`src/rtl/simon_cipher.sv`:
```
// Iterative Simon block cipher: one round per clock, key schedule computed on the fly.
// Decryption first runs the key schedule forward to capture the last NKW round keys,
// then unrolls it backwards while applying inverse rounds.
module simon_cipher #(
    parameter int unsigned WW       = 16,
    parameter int unsigned NKW      = 4,
    parameter bit          DATA_RST = 1'b0
) (
    input  logic              clk,
    input  logic              arst_n,
    output logic              active_o,
    input  logic              valid_i,
    output logic              ready_o,
    input  logic              mode_i,
    input  logic [2*WW-1:0]   pt_i,
    input  logic [NKW*WW-1:0] key_i,
    output logic              valid_o,
    input  logic              ready_i,
    output logic              mode_o,
    output logic [2*WW-1:0]   ct_o
);

    function automatic int unsigned rounds_f(int unsigned w, int unsigned m);
        if (w == 16 && m == 4) return 32;
        if (w == 24 && m == 3) return 36;
        if (w == 24 && m == 4) return 36;
        if (w == 32 && m == 3) return 42;
        if (w == 32 && m == 4) return 44;
        if (w == 48 && m == 2) return 52;
        if (w == 48 && m == 3) return 54;
        if (w == 64 && m == 2) return 68;
        if (w == 64 && m == 3) return 69;
        if (w == 64 && m == 4) return 72;
        return 0;
    endfunction

    function automatic int unsigned zsel_f(int unsigned w, int unsigned m);
        if (w == 24 && m == 4) return 1;
        if (w == 32 && m == 3) return 2;
        if (w == 32 && m == 4) return 3;
        if (w == 48 && m == 2) return 2;
        if (w == 48 && m == 3) return 3;
        if (w == 64 && m == 2) return 2;
        if (w == 64 && m == 3) return 3;
        if (w == 64 && m == 4) return 4;
        return 0;
    endfunction

    // Sequences written in published order: leftmost character is z[0].
    function automatic logic [61:0] zseq_f(int unsigned s);
        case (s)
            1: return 62'b10001110111110010011000010110101000111011111001001100001011010;
            2: return 62'b10101111011100000011010010011000101000010001111110010110110011;
            3: return 62'b11011011101011000110010111100000010010001010011100110100001111;
            4: return 62'b11010001111001101011011000100000010111000011001010010011101111;
            default: return 62'b11111010001001010110000111001101111101000100101011000011100110;
        endcase
    endfunction

    // Bit-reverse so that z[j] is simply bit j of the constant.
    function automatic logic [61:0] zrev_f(logic [61:0] z);
        logic [61:0] r;
        for (int i = 0; i < 62; i++) r[i] = z[61-i];
        return r;
    endfunction

    localparam int unsigned T       = rounds_f(WW, NKW);
    localparam logic [61:0] ZBits   = zrev_f(zseq_f(zsel_f(WW, NKW)));
    localparam logic [6:0]  LastRnd = 7'(T - 1);
    localparam logic [6:0]  LastKey = 7'(T - NKW - 1);
    localparam logic [WW-1:0] C3    = WW'(3);

    if (T == 0) begin : g_illegal
        $error("simon_cipher: illegal WW/NKW combination");
    end

    function automatic logic [WW-1:0] rotl(logic [WW-1:0] a, int unsigned j);
        return (a << j) | (a >> (WW - j));
    endfunction

    function automatic logic [WW-1:0] rotr(logic [WW-1:0] a, int unsigned j);
        return (a >> j) | (a << (WW - j));
    endfunction

    function automatic logic [WW-1:0] f_rnd(logic [WW-1:0] a);
        return (rotl(a, 1) & rotl(a, 8)) ^ rotl(a, 2);
    endfunction

    // Shared key-schedule mixing term; hi = k(j+m-1), lo = k(j+1).
    function automatic logic [WW-1:0] ks_tmp(logic [WW-1:0] hi, logic [WW-1:0] lo);
        logic [WW-1:0] t;
        t = rotr(hi, 3);
        if (NKW == 4) t = t ^ lo;
        t = t ^ rotr(t, 1);
        return t;
    endfunction

    typedef enum logic [2:0] {
        StIdle, StEncRun, StKeyExp, StDecLoad, StDecRun, StDone
    } state_e;

    state_e        state_q, state_d;
    logic [6:0]    cnt_q, cnt_d;
    logic [5:0]    zi_q, zi_d;
    logic          mode_q, mode_d;

    logic [WW-1:0]   x_q, x_d, y_q, y_d;
    logic [WW-1:0]   kw_q [NKW];
    logic [WW-1:0]   kw_d [NKW];
    logic [WW-1:0]   ks_q [NKW];
    logic [WW-1:0]   ks_d [NKW];
    logic [2*WW-1:0] ct_q, ct_d;

    logic [5:0]    zi_inc, zi_dec;
    logic [WW-1:0] k_fwd, k_inv;
    logic [WW-1:0] enc_x, dec_y;

    // zi_q tracks the z index of the next forward step; inverse steps use the one before it.
    assign zi_inc = (zi_q == 6'd61) ? 6'd0 : zi_q + 6'd1;
    assign zi_dec = (zi_q == 6'd0) ? 6'd61 : zi_q - 6'd1;

    assign k_fwd = ~kw_q[0] ^ ks_tmp(kw_q[NKW-1], kw_q[1])
                   ^ {{(WW-1){1'b0}}, ZBits[zi_q]} ^ C3;
    assign k_inv = ~kw_q[NKW-1] ^ ks_tmp(kw_q[NKW-2], kw_q[0])
                   ^ {{(WW-1){1'b0}}, ZBits[zi_dec]} ^ C3;

    assign enc_x = y_q ^ f_rnd(x_q) ^ kw_q[0];
    assign dec_y = x_q ^ f_rnd(y_q) ^ kw_q[NKW-1];

    assign active_o = (state_q != StIdle);
    assign ready_o  = (state_q == StIdle);
    assign valid_o  = (state_q == StDone);
    assign mode_o   = mode_q;
    assign ct_o     = ct_q;

    // Next-state logic for control and datapath.
    always_comb begin
        state_d = state_q;
        cnt_d   = cnt_q;
        zi_d    = zi_q;
        mode_d  = mode_q;
        x_d     = x_q;
        y_d     = y_q;
        kw_d    = kw_q;
        ks_d    = ks_q;
        ct_d    = ct_q;
        unique case (state_q)
            StIdle: begin
                if (valid_i) begin
                    x_d    = pt_i[2*WW-1:WW];
                    y_d    = pt_i[WW-1:0];
                    for (int j = 0; j < NKW; j++) kw_d[j] = key_i[j*WW +: WW];
                    mode_d = mode_i;
                    cnt_d  = '0;
                    zi_d   = '0;
                    state_d = mode_i ? StKeyExp : StEncRun;
                end
            end
            StEncRun: begin
                x_d = enc_x;
                y_d = x_q;
                for (int j = 0; j < NKW - 1; j++) kw_d[j] = kw_q[j+1];
                kw_d[NKW-1] = k_fwd;
                zi_d  = zi_inc;
                cnt_d = cnt_q + 7'd1;
                if (cnt_q == LastRnd) begin
                    ct_d    = {enc_x, x_q};
                    state_d = StDone;
                end
            end
            StKeyExp: begin
                for (int j = 0; j < NKW - 1; j++) kw_d[j] = kw_q[j+1];
                kw_d[NKW-1] = k_fwd;
                zi_d  = zi_inc;
                cnt_d = cnt_q + 7'd1;
                if (cnt_q == LastKey) begin
                    ks_d    = kw_d;
                    cnt_d   = '0;
                    state_d = StDecLoad;
                end
            end
            StDecLoad: begin
                kw_d    = ks_q;
                state_d = StDecRun;
            end
            StDecRun: begin
                x_d = y_q;
                y_d = dec_y;
                for (int j = 1; j < NKW; j++) kw_d[j] = kw_q[j-1];
                kw_d[0] = k_inv;
                zi_d  = zi_dec;
                cnt_d = cnt_q + 7'd1;
                if (cnt_q == LastRnd) begin
                    ct_d    = {y_q, dec_y};
                    state_d = StDone;
                end
            end
            StDone: begin
                if (ready_i) state_d = StIdle;
            end
            default: state_d = StIdle;
        endcase
    end

    // Control state with asynchronous reset.
    always_ff @(posedge clk or negedge arst_n) begin
        if (!arst_n) begin
            state_q <= StIdle;
            cnt_q   <= '0;
            zi_q    <= '0;
            mode_q  <= 1'b0;
        end else begin
            state_q <= state_d;
            cnt_q   <= cnt_d;
            zi_q    <= zi_d;
            mode_q  <= mode_d;
        end
    end

    if (DATA_RST) begin : g_data_rst
        // Data registers cleared by reset.
        always_ff @(posedge clk or negedge arst_n) begin
            if (!arst_n) begin
                x_q  <= '0;
                y_q  <= '0;
                kw_q <= '{default: '0};
                ks_q <= '{default: '0};
                ct_q <= '0;
            end else begin
                x_q  <= x_d;
                y_q  <= y_d;
                kw_q <= kw_d;
                ks_q <= ks_d;
                ct_q <= ct_d;
            end
        end
    end else begin : g_data_nrst
        // Data registers without reset.
        always_ff @(posedge clk) begin
            x_q  <= x_d;
            y_q  <= y_d;
            kw_q <= kw_d;
            ks_q <= ks_d;
            ct_q <= ct_d;
        end
    end

    in_stable_a: assert property (@(posedge clk) disable iff (!arst_n)
        (valid_i && !ready_o) |=>
            (valid_i && $stable(pt_i) && $stable(key_i) && $stable(mode_i)));

    out_stable_a: assert property (@(posedge clk) disable iff (!arst_n)
        (valid_o && !ready_i) |=> (valid_o && $stable(ct_o) && $stable(mode_o)));

endmodule

```
`config.mk`:
```
export PLATFORM = sky130hd
export DESIGN_NAME = simon_cipher
export DESIGN_NICKNAME = d
export VERILOG_FILES = /design/src/rtl/simon_cipher.sv
export SDC_FILE = /design/constraint.sdc
export NUM_CORES = 1
export LEC_CHECK = 0
export CAP_MARGIN = 20
export CORE_MARGIN = 8
export CORE_UTILIZATION = 45
export DETAILED_ROUTE_END_ITERATION = 12
export PLACE_DENSITY = 0.72
export SYNTH_ARGS = -nofsm -noshare
export SYNTH_HDL_FRONTEND = slang
export SYNTH_SLANG_ARGS = --single-unit
```
`constraint.sdc`:
```
create_clock -name clk -period 15.1 [get_ports clk]
set_input_delay 3.775 -clock clk [delete_from_list [all_inputs] [get_ports clk]]
set_output_delay 3.775 -clock clk [all_outputs]
set_load 0.03 [all_outputs]
```
==> impl_results.md <==
* Leak at 5.52 nW
* Area added between synthesis and finish at 17.1%
* Worst clock skew on the final layout at 0.0227 ns
* First-pass GRT wire length at 58.7 mm
* Die width at 188 um
* Starting density of the core at 0.452
* Worst setup EP type: output port
* Crit path DAT at 2.53 ns
* Clock-pin slew reported for the worst setup and hold paths after clock tree synthesis at 0.06 ns
* Post-DRT Antenna Nets at 0
* Worst vdd ir at 0.000141 V
* WP data required at 11.32 ns
* Path type of the worst min-delay path: register to register
* Highest Clock Rate at 159 MHz
* Cell at the root of the clock tree: clkbuf_16
* Commonest non-fill, non-tap cells in the layout: 242 x nand2_1, 192 x edfxtp_1, 165 x xnor2_1, 136 x clkdlybuf4s50_1, 107 x nor2_1
* Core region area at 29300 um2
* Most common cell after layout, fill and taps aside: nand2_1
* Buffers plus inverters on the worst setup path at 1
* Crit path max-delay family: flip-flops
* Number of setup buffers added after CTS at 0
* Estimated wirelength of the detail-placed design at 25.5 mm
* Setup TNS at 0 ns
* CTS Hold Bufs at 0
* Max-cap viol count at 0
* Worst relative slew slack at 0.287
* Setup repair after global routing missed its margin: no
* First-pass detailed-route iteration total at 6
* Final routed wire length divided by cell count at 20.4 um
* Min Tclk post-route at 6.30 ns
* Flops & latches, synth at 209
* Number of clock buffers inserted by TritonCTS at 25
* Critical Path Slowest Stage Cell: dfrtp_4
* Overall Power at 0.00429 W
* Average via count per standard cell at 5.79
* Measured slew at the worst slew-check pin at 1.07 ns
* Number of global-route vias before repair at 10054
* Synthesized netlist net count at 1496
* Gate Count Post-Synth at 1383
* Buffers added on ports at 136
* Ant. Diodes at 0
* Cells along the critical path: or2_2 > nor2_1 > clkdlybuf4s50_1
* Final count of negative-setup-slack endpoints at 0
* Max Buffers Root-to-Sink at 3
* CTS tree: done
* Cell Area, Synth at 13200 um2
* Cells resized by post-CTS repair at 0
* Hold Violations, Final at 0
* Library cell occupying the most area in the post-synthesis netlist: edfxtp_1
* Yosys top cell area share at 0.435
* Result of the run: completed
* Type of the worst setup path: register to output port
* Number of vias in the routed layout at 10664
* Number of distinct standard cells referenced by the synthesized netlist at 52
* Die area at 35200 um2
* Maximum number of pins on one net before global-route repair at 104
* Number of nets at the end of the flow at 1546
* Initial antenna violation count at 0
* Fraction of synthesis flops using an asynchronous set or reset pin at 0.0813
* Average size of a mapped cell at 9.58 um2
* Total global routing overflow at 0
* Final clock period utilization by the worst path at 0.417
* Share of post-route cells with drive strength above 1 at 0.0565
* Sink Count at 209
* Global Route Usage Sum at 0.206
* EDFF count, synth at 192
* Worst skew pair latency at 0.54 ns
* Global placer's final weighted congestion at 0.868
* Max Slew Vio Count at 0
* Power density cells at 277 nW/um2
* Top cells by area in the synthesized netlist: edfxtp_1 44%, xnor2_1 11%, nand2_1 6.9%, mux2i_1 3.4%, a211oi_1 3.3%
* Starting DRT DRC Count at 1213
* Critical path fanouts, max at 58
* I/O pin count at 137
* Number of core rows at 63
* Number of remaining DRC errors at 0
* Number of levels the H-tree was split into at 1
* Die height at 188 um
* Sequential element share of the synthesized area at 0.467
* Wire length reported by the detailed router at 37.5 mm
* Type of origin of the critical path: register
* Slowest cell delay on critical path at 0.71 ns
* Number of warnings printed during yosys synthesis at 0
* Top_reg_cell synth: edfxtp_1
-- flip-flops by register name, indices dropped and copies added, names as in the netlist --
register / count
ct_o: 32
zi_q: 6
mode_o: 1
ks_q: 64
kw_q: 64
x_q: 16
cnt_q: 7
state_q: 3
y_q: 16
-- routing by layer --
layer	global-route usage	routed length, um	up-vias
li1	-	-	4987
met1	0.293	16500	5097
met2	0.321	16900	521
met3	0.0319	3140	59
met4	0.0579	1020	0
met5	0	0	-
-- power by group --
part / switching, W / internal (W)
logic: 0.00130 / 0.00104
clock network: 0.000245 / 0.000322
registers: 0.000382 / 0.00101
-- worst reg2reg max path, delay by kind of cell, from the launching register on --
kind            cells  cell delay, ns
compound gates      3            0.34
flops               1            0.82
buf+inv             2            1.28
simple gates        4            1.05
-- through the flow --
step                 util  cell area (um2)  hold slack (ns)  setup WS (ns)  instances
finish              0.529            15500            0.513           8.80       1841
global route        0.529            15500            0.519           8.70       1841
CTS                 0.529            15500            0.512           8.78       1841
detailed placement  0.503            14800            0.498           8.82       1796
global placement    0.503            14800            0.490           8.85       1796
floorplan               -            13200            0.424           6.81       1383
-- Yosys cell counts, types with 4 or more instances --
cell type	count
nor3_1	22
a211oi_1	58
mux2i_1	45
buf_1	6
nand2b_1	9
nor2b_1	29
xor2_1	36
xnor2_1	165
dfrtp_1	17
nor2_1	111
nand2_1	242
a31oi_1	49
a21oi_1	39
buf_2	15
o311ai_0	4
clkbuf_1	105
inv_1	25
o22ai_1	6
nand3_1	7
ha_1	12
a221o_1	32
edfxtp_1	192
o21ai_0	86
o211ai_1	15
mux2_2	15
-- cell families (layout without fill, tap and decap cells) --
group / Yosys count / in the layout / share of synthesized area
muxes: 61 / 61 / 0.0485
adders and majority gates: 13 / 13 / 0.0121
xor gates and xnor gates: 201 / 201 / 0.133
DFF: 209 / 209 / 0.467
AOI/OAI and AO/OA: 308 / 308 / 0.153
buffers and inverters: 152 / 220 / 0.0448
and+or+nand+nor: 439 / 439 / 0.141
-- worst paths after layout --
path	from	endpoint	slack, ns	cells after the start
worst min register to register	mode_o$_DFFE_PN0P_	mode_o$_DFFE_PN0P_	0.51	1
max in group asynchronous	arst_n	state_q[2]$_DFFE_PN0P_	10.84	1
worst max-delay path	state_q[1]$_DFFE_PN0P_	ready_o	8.80	3
min in group asynchronous	arst_n	state_q[0]$_DFFE_PN0P_	3.69	1
worst min-delay path	mode_o$_DFFE_PN0P_	mode_o$_DFFE_PN0P_	0.51	1
worst max register to register	state_q[1]$_DFFE_PN0P_	cnt_q[5]$_DFFE_PN0P_	11.52	9
-- layout make-up --
cell class / instances / area (um2)
clock buffer: 37 / 701
clock inverter: 8 / 52.6
fill: 2613 / 13800
inverter: 25 / 93.8
multi-input combinational: 1022 / 6500
sequential: 209 / 6200
tap: 390 / 488
timing repair buffer: 150 / 1470
Power figures use the tool's default switching activity.
